File: config.mk
export PLATFORM = sky130hd
export DESIGN_NAME = sigmoid_backward
export DESIGN_NICKNAME = d
export VERILOG_FILES = /design/src/rtl/sigmoid_backward.sv
export SDC_FILE = /design/constraint.sdc
export NUM_CORES = 2
export LEC_CHECK = 0
export CAP_MARGIN = 20
export CORE_UTILIZATION = 35
export CTS_CLUSTER_SIZE = 25
export DETAILED_ROUTE_END_ITERATION = 8
export PLACE_DENSITY = 0.55
export REMOVE_ABC_BUFFERS = 1
export SLEW_MARGIN = 20
export SYNTH_ARGS = -nofsm -noshare
export SYNTH_HDL_FRONTEND = slang
export SYNTH_SLANG_ARGS = --single-unit
File: constraint.sdc
create_clock -name clk -period 8.65 [get_ports clk]
set_input_delay 1.2975 -clock clk [delete_from_list [all_inputs] [get_ports clk]]
set_output_delay 1.2975 -clock clk [all_outputs]
set_load 0.02 [all_outputs]
File: src/rtl/sigmoid_backward.sv
// rtl/sigmoid_backward.sv - two-stage valid/ready sigmoid derivative (grad * s * (1 - s)) per lane
//
// Purpose: for every lane, scales the upstream gradient by the sigmoid
// derivative rebuilt from the stored forward activation. Both the activation
// and the gradient are signed fixed point with S fractional bits.
//
// Ports:
//   clk        in   rising-edge clock
//   rst_n      in   asynchronous active-low reset
//   in_valid   in   input beat valid
//   in_ready   out  input beat accepted this cycle (combinational from out_ready)
//   en         in   1 = apply derivative, 0 = pass grad through; bound to the beat
//   in_last    in   last vector of tile; bound to the beat
//   act        in   SA_LENGTH x DATA_WIDTH stored sigmoid outputs (lane 0 in LSBs)
//   grad       in   SA_LENGTH x DATA_WIDTH upstream gradient (lane 0 in LSBs)
//   out_valid  out  output beat valid
//   out_ready  in   downstream accepts the output beat
//   out_last   out  in_last of the presented output beat
//   out        out  SA_LENGTH x DATA_WIDTH result (lane 0 in LSBs)
module sigmoid_backward #(
  parameter int DATA_WIDTH = 12,
  parameter int SA_LENGTH  = 7,
  parameter int S          = 7
) (
  input  logic                            clk,
  input  logic                            rst_n,
  input  logic                            in_valid,
  output logic                            in_ready,
  input  logic                            en,
  input  logic                            in_last,
  input  logic [SA_LENGTH*DATA_WIDTH-1:0] act,
  input  logic [SA_LENGTH*DATA_WIDTH-1:0] grad,
  output logic                            out_valid,
  input  logic                            out_ready,
  output logic                            out_last,
  output logic [SA_LENGTH*DATA_WIDTH-1:0] out
);

  localparam int DW = DATA_WIDTH;
  localparam int VW = SA_LENGTH * DATA_WIDTH;
  // p1 = a*(1-a) peaks at 2^(S-2), which needs S-1 bits.
  localparam int QW = S - 1;
  // Signed gradient times zero-extended p1.
  localparam int PW = DW + S;

  localparam logic [DW-1:0] ONE_DW = DW'(1) << S;
  localparam logic [S:0]    ONE_A  = {1'b1, {S{1'b0}}};

  // Stage 1 registers
  logic              s1_valid_q;
  logic              s1_en_q;
  logic              s1_last_q;
  logic [VW-1:0]     s1_grad_q;
  logic [SA_LENGTH*QW-1:0] s1_p1_q;
  logic [SA_LENGTH*QW-1:0] p1_d;

  // Stage 2 registers (drive the outputs directly)
  logic              s2_valid_q;
  logic              s2_last_q;
  logic [VW-1:0]     s2_data_q;
  logic [VW-1:0]     out_d;

  logic s1_adv;
  logic s2_adv;

  // Bubbles collapse: a stage may load whenever it is empty or the stage
  // after it is moving. The ready path is purely combinational.
  assign s2_adv   = !s2_valid_q || out_ready;
  assign s1_adv   = !s1_valid_q || s2_adv;
  assign in_ready = s1_adv;

  genvar i;
  for (i = 0; i < SA_LENGTH; i++) begin : g_lane
    logic [DW-1:0]        act_l;
    logic [S:0]           a;
    logic [S:0]           m;
    logic [2*S+1:0]       am;
    logic [DW-1:0]        g;
    logic [QW-1:0]        p;
    logic signed [PW-1:0] gp;

    assign act_l = act[i*DW +: DW];

    // Clamp the stored activation into [0, 1.0]
    always_comb begin
      if (act_l[DW-1]) begin
        a = '0;
      end else if (act_l > ONE_DW) begin
        a = ONE_A;
      end else begin
        a = act_l[S:0];
      end
    end

    assign m  = ONE_A - a;
    assign am = {{(S+1){1'b0}}, a} * {{(S+1){1'b0}}, m};
    assign p1_d[i*QW +: QW] = QW'(am >> S);

    assign g  = s1_grad_q[i*DW +: DW];
    assign p  = s1_p1_q[i*QW +: QW];
    assign gp = $signed({{S{g[DW-1]}}, g}) * $signed({{(DW+1){1'b0}}, p});

    // Arithmetic shift floors toward -inf; |result| <= |grad|/4 so the
    // truncation back to DW bits cannot overflow.
    assign out_d[i*DW +: DW] = s1_en_q ? DW'(gp >>> S) : g;
  end

  always_ff @(posedge clk or negedge rst_n) begin
    if (!rst_n) begin
      s1_valid_q <= 1'b0;
      s1_en_q    <= 1'b0;
      s1_last_q  <= 1'b0;
      s1_grad_q  <= '0;
      s1_p1_q    <= '0;
      s2_valid_q <= 1'b0;
      s2_last_q  <= 1'b0;
      s2_data_q  <= '0;
    end else begin
      if (s1_adv) begin
        s1_valid_q <= in_valid;
        if (in_valid) begin
          s1_en_q   <= en;
          s1_last_q <= in_last;
          s1_grad_q <= grad;
          s1_p1_q   <= p1_d;
        end
      end
      if (s2_adv) begin
        s2_valid_q <= s1_valid_q;
        if (s1_valid_q) begin
          s2_last_q <= s1_last_q;
          s2_data_q <= out_d;
        end
      end
    end
  end

  assign out_valid = s2_valid_q;
  assign out_last  = s2_last_q;
  assign out       = s2_data_q;

endmodule

After elaboration in Yosys (flattened, before gate mapping)

Index checks and enable logic that the tools add are counted.

Bits in registers: 215
Input bits: 174

Order comparisons: 7
Multiplexer cells: 21
$add $sub $neg: 7
Reductions and logical operators: 6
$mul: 14

Operator list:

| operator                                                              | number |
|---|---|
| 12-bit by 7-bit multiplier with 19-bit output                         | 7 |
| 8-bit 2-to-1 mux                                                      | 14 |
| 8-bit by 8-bit multiplier with 13-bit output                          | 7 |
| 12-bit by 8-bit > comparator with 1-bit output, second input constant | 7 |
| 12-bit 2-to-1 mux                                                     | 7 |
| 8-bit subtractor, first input constant                                | 7 |
| 2-bit AND reduction                                                   | 2 |
| 1-bit logical NOT                                                     | 2 |
| 1-bit logical OR                                                      | 2 |

Logic depth before layout (Yosys ltp)

Depth in word-level cells: 5
Depth in mapped cells: 27
Gate-level depth less buffers: 26

Worst setup path after synthesis

No wires, ideal clock.

Kind: input port to flip-flop
Start point: input act[0]
End point: register s1_p1_q[5]
Arrival: 7297 ps
Stages: 25
Slack: 1224 ps
Path buffers: 1
Path through: or3_1 -> or3_1 -> o31a_1 -> nor3_4 -> buf_2 -> nand2_1 -> ha_1 -> and3_1 -> and3_1 -> ha_1 -> or2_2 -> fa_1 -> inv_1 -> fa_1 -> inv_1 -> fa_1 -> fa_1 -> inv_1 -> ha_1 -> a2111o_1 -> a31oi_1 -> o21bai_1 -> a21oi_1 -> xnor2_1 -> o21ai_1

Longest elaborated chain between the ends: 5

RTL lines:

| what                                           | line | RTL |
|---|---|---|
| start, declared                                | 31   | `input logic [SA_LENGTH*DATA_WIDTH-1:0] act,` |
| 12-bit by 8-bit > comparator with 1-bit output | 88   | `end else if (act_l > ONE_DW) begin` |
| 8-bit 2-to-1 mux *                             | 88   |  |
| 8-bit 2-to-1 mux *                             | 86   | `if (act_l[DW-1]) begin` |
| 8-bit subtractor                               | 95   | `assign m = ONE_A - a;` |
| 8-bit by 8-bit multiplier with 13-bit output * | 96   | `assign am = {{(S+1){1'b0}}, a} * {{(S+1){1'b0}}, m};` |
| end signal, assigned                           | 125  | `s1_p1_q <= p1_d;` |
| end, declared                                  | 54   | `logic [SA_LENGTH*QW-1:0] s1_p1_q;` |

Every way passes the cells marked *; elsewhere a longest branch is shown, timed or not.
A chain may end at the register's enable or synchronous reset.

Worst setup path after layout

Same ends and word-level chain as after synthesis.

==> results.sh <==
export IMPL_rsz0062_at_grt="no"
export IMPL_cts_max_path_buffers=3
export IMPL_regToRegEndpoint="out[23]"
export IMPL_grt_ovfl_total=0
export IMPL_nets=5484
export IMPL_ys_ff_latch=215
export IMPL_yosysUniqueCellTypes=58
export IMPL_wl_per_cell_um=15.73
export IMPL_period_minus_slack_ns=7.720
export IMPL_post_route_period_util_pct=89.25
export IMPL_hold_path_class="reg2reg"
export IMPL_drt_first_pass_iters=5
export IMPL_antenna_found_initial=5
export IMPL_cap_viol_max_count=0
export IMPL_hold_depth=2
export IMPL_layout_common_cells="inv_1, fa_1, ha_1, nand2_1, and2_1"
export IMPL_worstSetupPathType="in2reg"
export IMPL_multi_input_area_um2=28910
export IMPL_layout_commonest_cell="inv_1"
export IMPL_gp_congestion=0.8426
export IMPL_power_per_cell_area_nw_per_um2=258.6
export IMPL_area_delta_synth_final_pct=14.57
export IMPL_track_usage_pct=17.27
export IMPL_drive_gt1_share_pct=5.431
export IMPL_power_frac_comb_pct=70.8
export IMPL_status="finished clean"
export IMPL_postCtsHoldBufs=0
export IMPL_htree_levels=2
export IMPL_synthCells=4012
export IMPL_cts_tree="built"
export IMPL_p_int_uw=5826
export IMPL_drtIter0Drc=1060
export IMPL_regArea_um2=5384
export IMPL_yosysTopAreaCell="fa_1"
export IMPL_drc=0
export IMPL_async_flop_share_pct=100.0
export IMPL_insertion_delay_ns=0.58
export IMPL_max_vdd_ir_drop_v=0.0001776
export IMPL_p_leak_uw=0.02168
export IMPL_die_h_um=328.0
export IMPL_vias_per_cell=4.724
export IMPL_max_freq_mhz=129.5
export IMPL_routed_wl_um=89350
export IMPL_hpwlAfterDp_um=71020
export IMPL_setup_ws_ns=0.9296
export IMPL_fin_setup_tns_ns=0
export IMPL_crit_arrival_ns=8.14
export IMPL_p_sw_uw=5195
export IMPL_netSwitchingFraction_pct=47.13
export IMPL_first_global_vias=28150
export IMPL_power_frac_seq_pct=15.9
export IMPL_coreArea_um2=105300
export IMPL_nFillCells=10580
export IMPL_hold_start="s1_last_q"
export IMPL_synthTopCellsByArea="fa_1, ha_1, dfrtp_1, inv_1, and2_1"
export IMPL_finalMaxSlewViolations=0
export IMPL_final_hold_violation_count=0
export IMPL_cts_sinks=215
export IMPL_ys_flop_type="dfrtp_1"
export IMPL_numCtsBuffers=34
export IMPL_start_kind="input port"
export IMPL_diodes=0
export IMPL_antenna_left=0
export IMPL_setup_violations=0
export IMPL_grt_start_max_net_pins=79
export IMPL_clock_power_share_pct=13.2
export IMPL_whs_ns=0.4698
export IMPL_yosysTopAreaCellShare_pct=31.27
export IMPL_netlist_area_um2=37190
export IMPL_r2r_cells=15
export IMPL_r2r_slack_ns=3.25
export IMPL_yosysWarnings=0
export IMPL_cts_resized=0
export IMPL_place_port_buffers=260
export IMPL_r2r_start="s1_p1_q[7]"
export IMPL_cp_end_kind="flip-flop"
export IMPL_ioPinCount=261
export IMPL_pre_cts_ws_ns=0.3251
export IMPL_cts_root_buf="clkbuf_16"
export IMPL_worst_slew_pin_slew_ns=0.9303
export IMPL_synth_seq_area_share_pct=14.47
export IMPL_initial_core_util_pct=35.33
export IMPL_die_area_um2=107600
export IMPL_grt_pass1_wl_um=149100
export IMPL_cp_required_ns=9.07
export IMPL_num_rows=119
export IMPL_whs_endpoint="out_last"
export IMPL_avgSynthCellArea_um2=9.270
export IMPL_die_w_um=328.0
export IMPL_clk_pin_slew_ns=0.05
export IMPL_synth_edf_count=0
export IMPL_crit_path_max_fanout=7
export IMPL_maxSlewHeadroom_pct=37.98
export IMPL_finalClockSkew_ns=0.03394
export IMPL_vias=26840
export IMPL_post_cts_buffers=0
-- sequential cells by signal (all words and copies together), names as in the netlist --
signal      flops
s1_valid_q      1
s1_last_q       1
s1_grad_q      84
out_valid       1
out_last        1
s1_p1_q        42
out            84
s1_en_q         1
-- layer usage --
metal,global-route usage (%),vias to the layer above,wire (um),share of wire (%)
li1,-,13030,-,-
met1,23.71,13340,41990,47
met2,28.67,400,41770,47
met3,2.862,66,4298,4.8
met4,3.312,4,1265,1.4
met5,0,-,17,0.019
-- cell type report --
class                   instances  share of cell area [%]
multi-input cells            3021                   67.85
flip-flops and latches        215                   12.64
repair buffers                277                   6.419
inverters                     720                   6.342
well taps                    1391                   4.084
clock buffers                  45                   2.261
clock inverters                12                  0.4052
-- worst max-delay path by stage --
stage | start | end | slack (ns) | cells past startpoint
floorplan | act[0] | s1_p1_q[5] | 0.99 | 25
global placement | act[0] | s1_p1_q[5] | 0.47 | 26
detailed placement | act[0] | s1_p1_q[5] | 0.33 | 26
CTS | act[0] | s1_p1_q[5] | 0.95 | 26
global route | act[0] | s1_p1_q[5] | 0.55 | 26
finish | act[0] | s1_p1_q[5] | 0.93 | 26
-- cells in the mapped netlist (3+ instances only) --
cell type,count
a211o_1,3
a211oi_1,7
a21o_1,32
a21oi_1,128
a21oi_2,3
a31o_2,5
a31oi_1,11
and2_1,287
and3_1,62
buf_1,4
clkbuf_1,94
dfrtp_1,215
fa_1,581
ha_1,460
inv_1,720
mux2_2,87
mux2i_1,43
nand2_1,405
nand2b_1,18
nand3_1,16
nand3b_1,5
nand4_1,20
nor2_1,266
nor2b_1,11
nor3_1,33
nor4_1,8
o211ai_1,5
o21a_1,17
o21ai_0,123
o21ai_1,11
o21bai_1,24
o22ai_1,6
or2_1,8
or2_2,56
or3_1,14
or4_1,6
xnor2_1,144
xor2_1,45
-- critical path: stages --
cell and delay (ns):
clkdlybuf4s50_1 0.49, or3_1 0.42, or3_1 0.34, o31a_1 0.28, nor3_4 0.21, and2_1 0.22
inv_1 0.12, ha_1 0.22, and3_1 0.16, and3_1 0.18, ha_1 0.32, or2_2 0.33
fa_1 0.52, inv_1 0.05, fa_1 0.48, inv_1 0.05, fa_1 0.46, fa_1 0.49
inv_1 0.04, ha_1 0.20, a2111o_1 0.42, a31oi_1 0.28, o21bai_1 0.14, a21oi_1 0.20
xnor2_1 0.14, o21ai_1 0.08
-- stage by stage --
step | utilization, % | area (um2) | total power [uW] | cells
after floorplan | - | 36980 | 7497 | 3956
after global placement | 39.40 | 41470 | 9582 | 5624
after detailed placement | 39.40 | 41470 | 9674 | 5624
after CTS | 40.48 | 42610 | 11260 | 5681
after global routing | 40.48 | 42610 | 12350 | 5681
final | 40.48 | 42610 | 11020 | 5681
-- logic make-up (layout without fill, tap and decap cells) --
group	after synthesis	count (layout)	share of synthesized area [%]
AND/OR/NAND/NOR	1220	1220	15.94
adder cells (fa/ha/maj)	1041	1041	46.75
buffers and inverters	820	1054	8.283
AO/OA/AOI/OAI	395	395	6.305
flip-flops	215	215	14.47
XOR/XNOR	189	189	4.451
multiplexers	130	130	3.791
other	2	46	0.02019
-- power by group through the flow --
| stage | Sequential [uW] | Clock [uW] | Combinational [uW] |
|---|---|---|---|
| 2_1_floorplan | 1810 | 0 | 5680 |
| 3_3_place_gp | 1780 | 0 | 7800 |
| 3_5_place_dp | 1780 | 0 | 7890 |
| 4_1_cts | 1770 | 1530 | 7960 |
| 5_1_grt | 1820 | 1550 | 8980 |
| 6_report | 1760 | 1460 | 7810 |
Note: power is estimated with default switching activity, not from simulation.
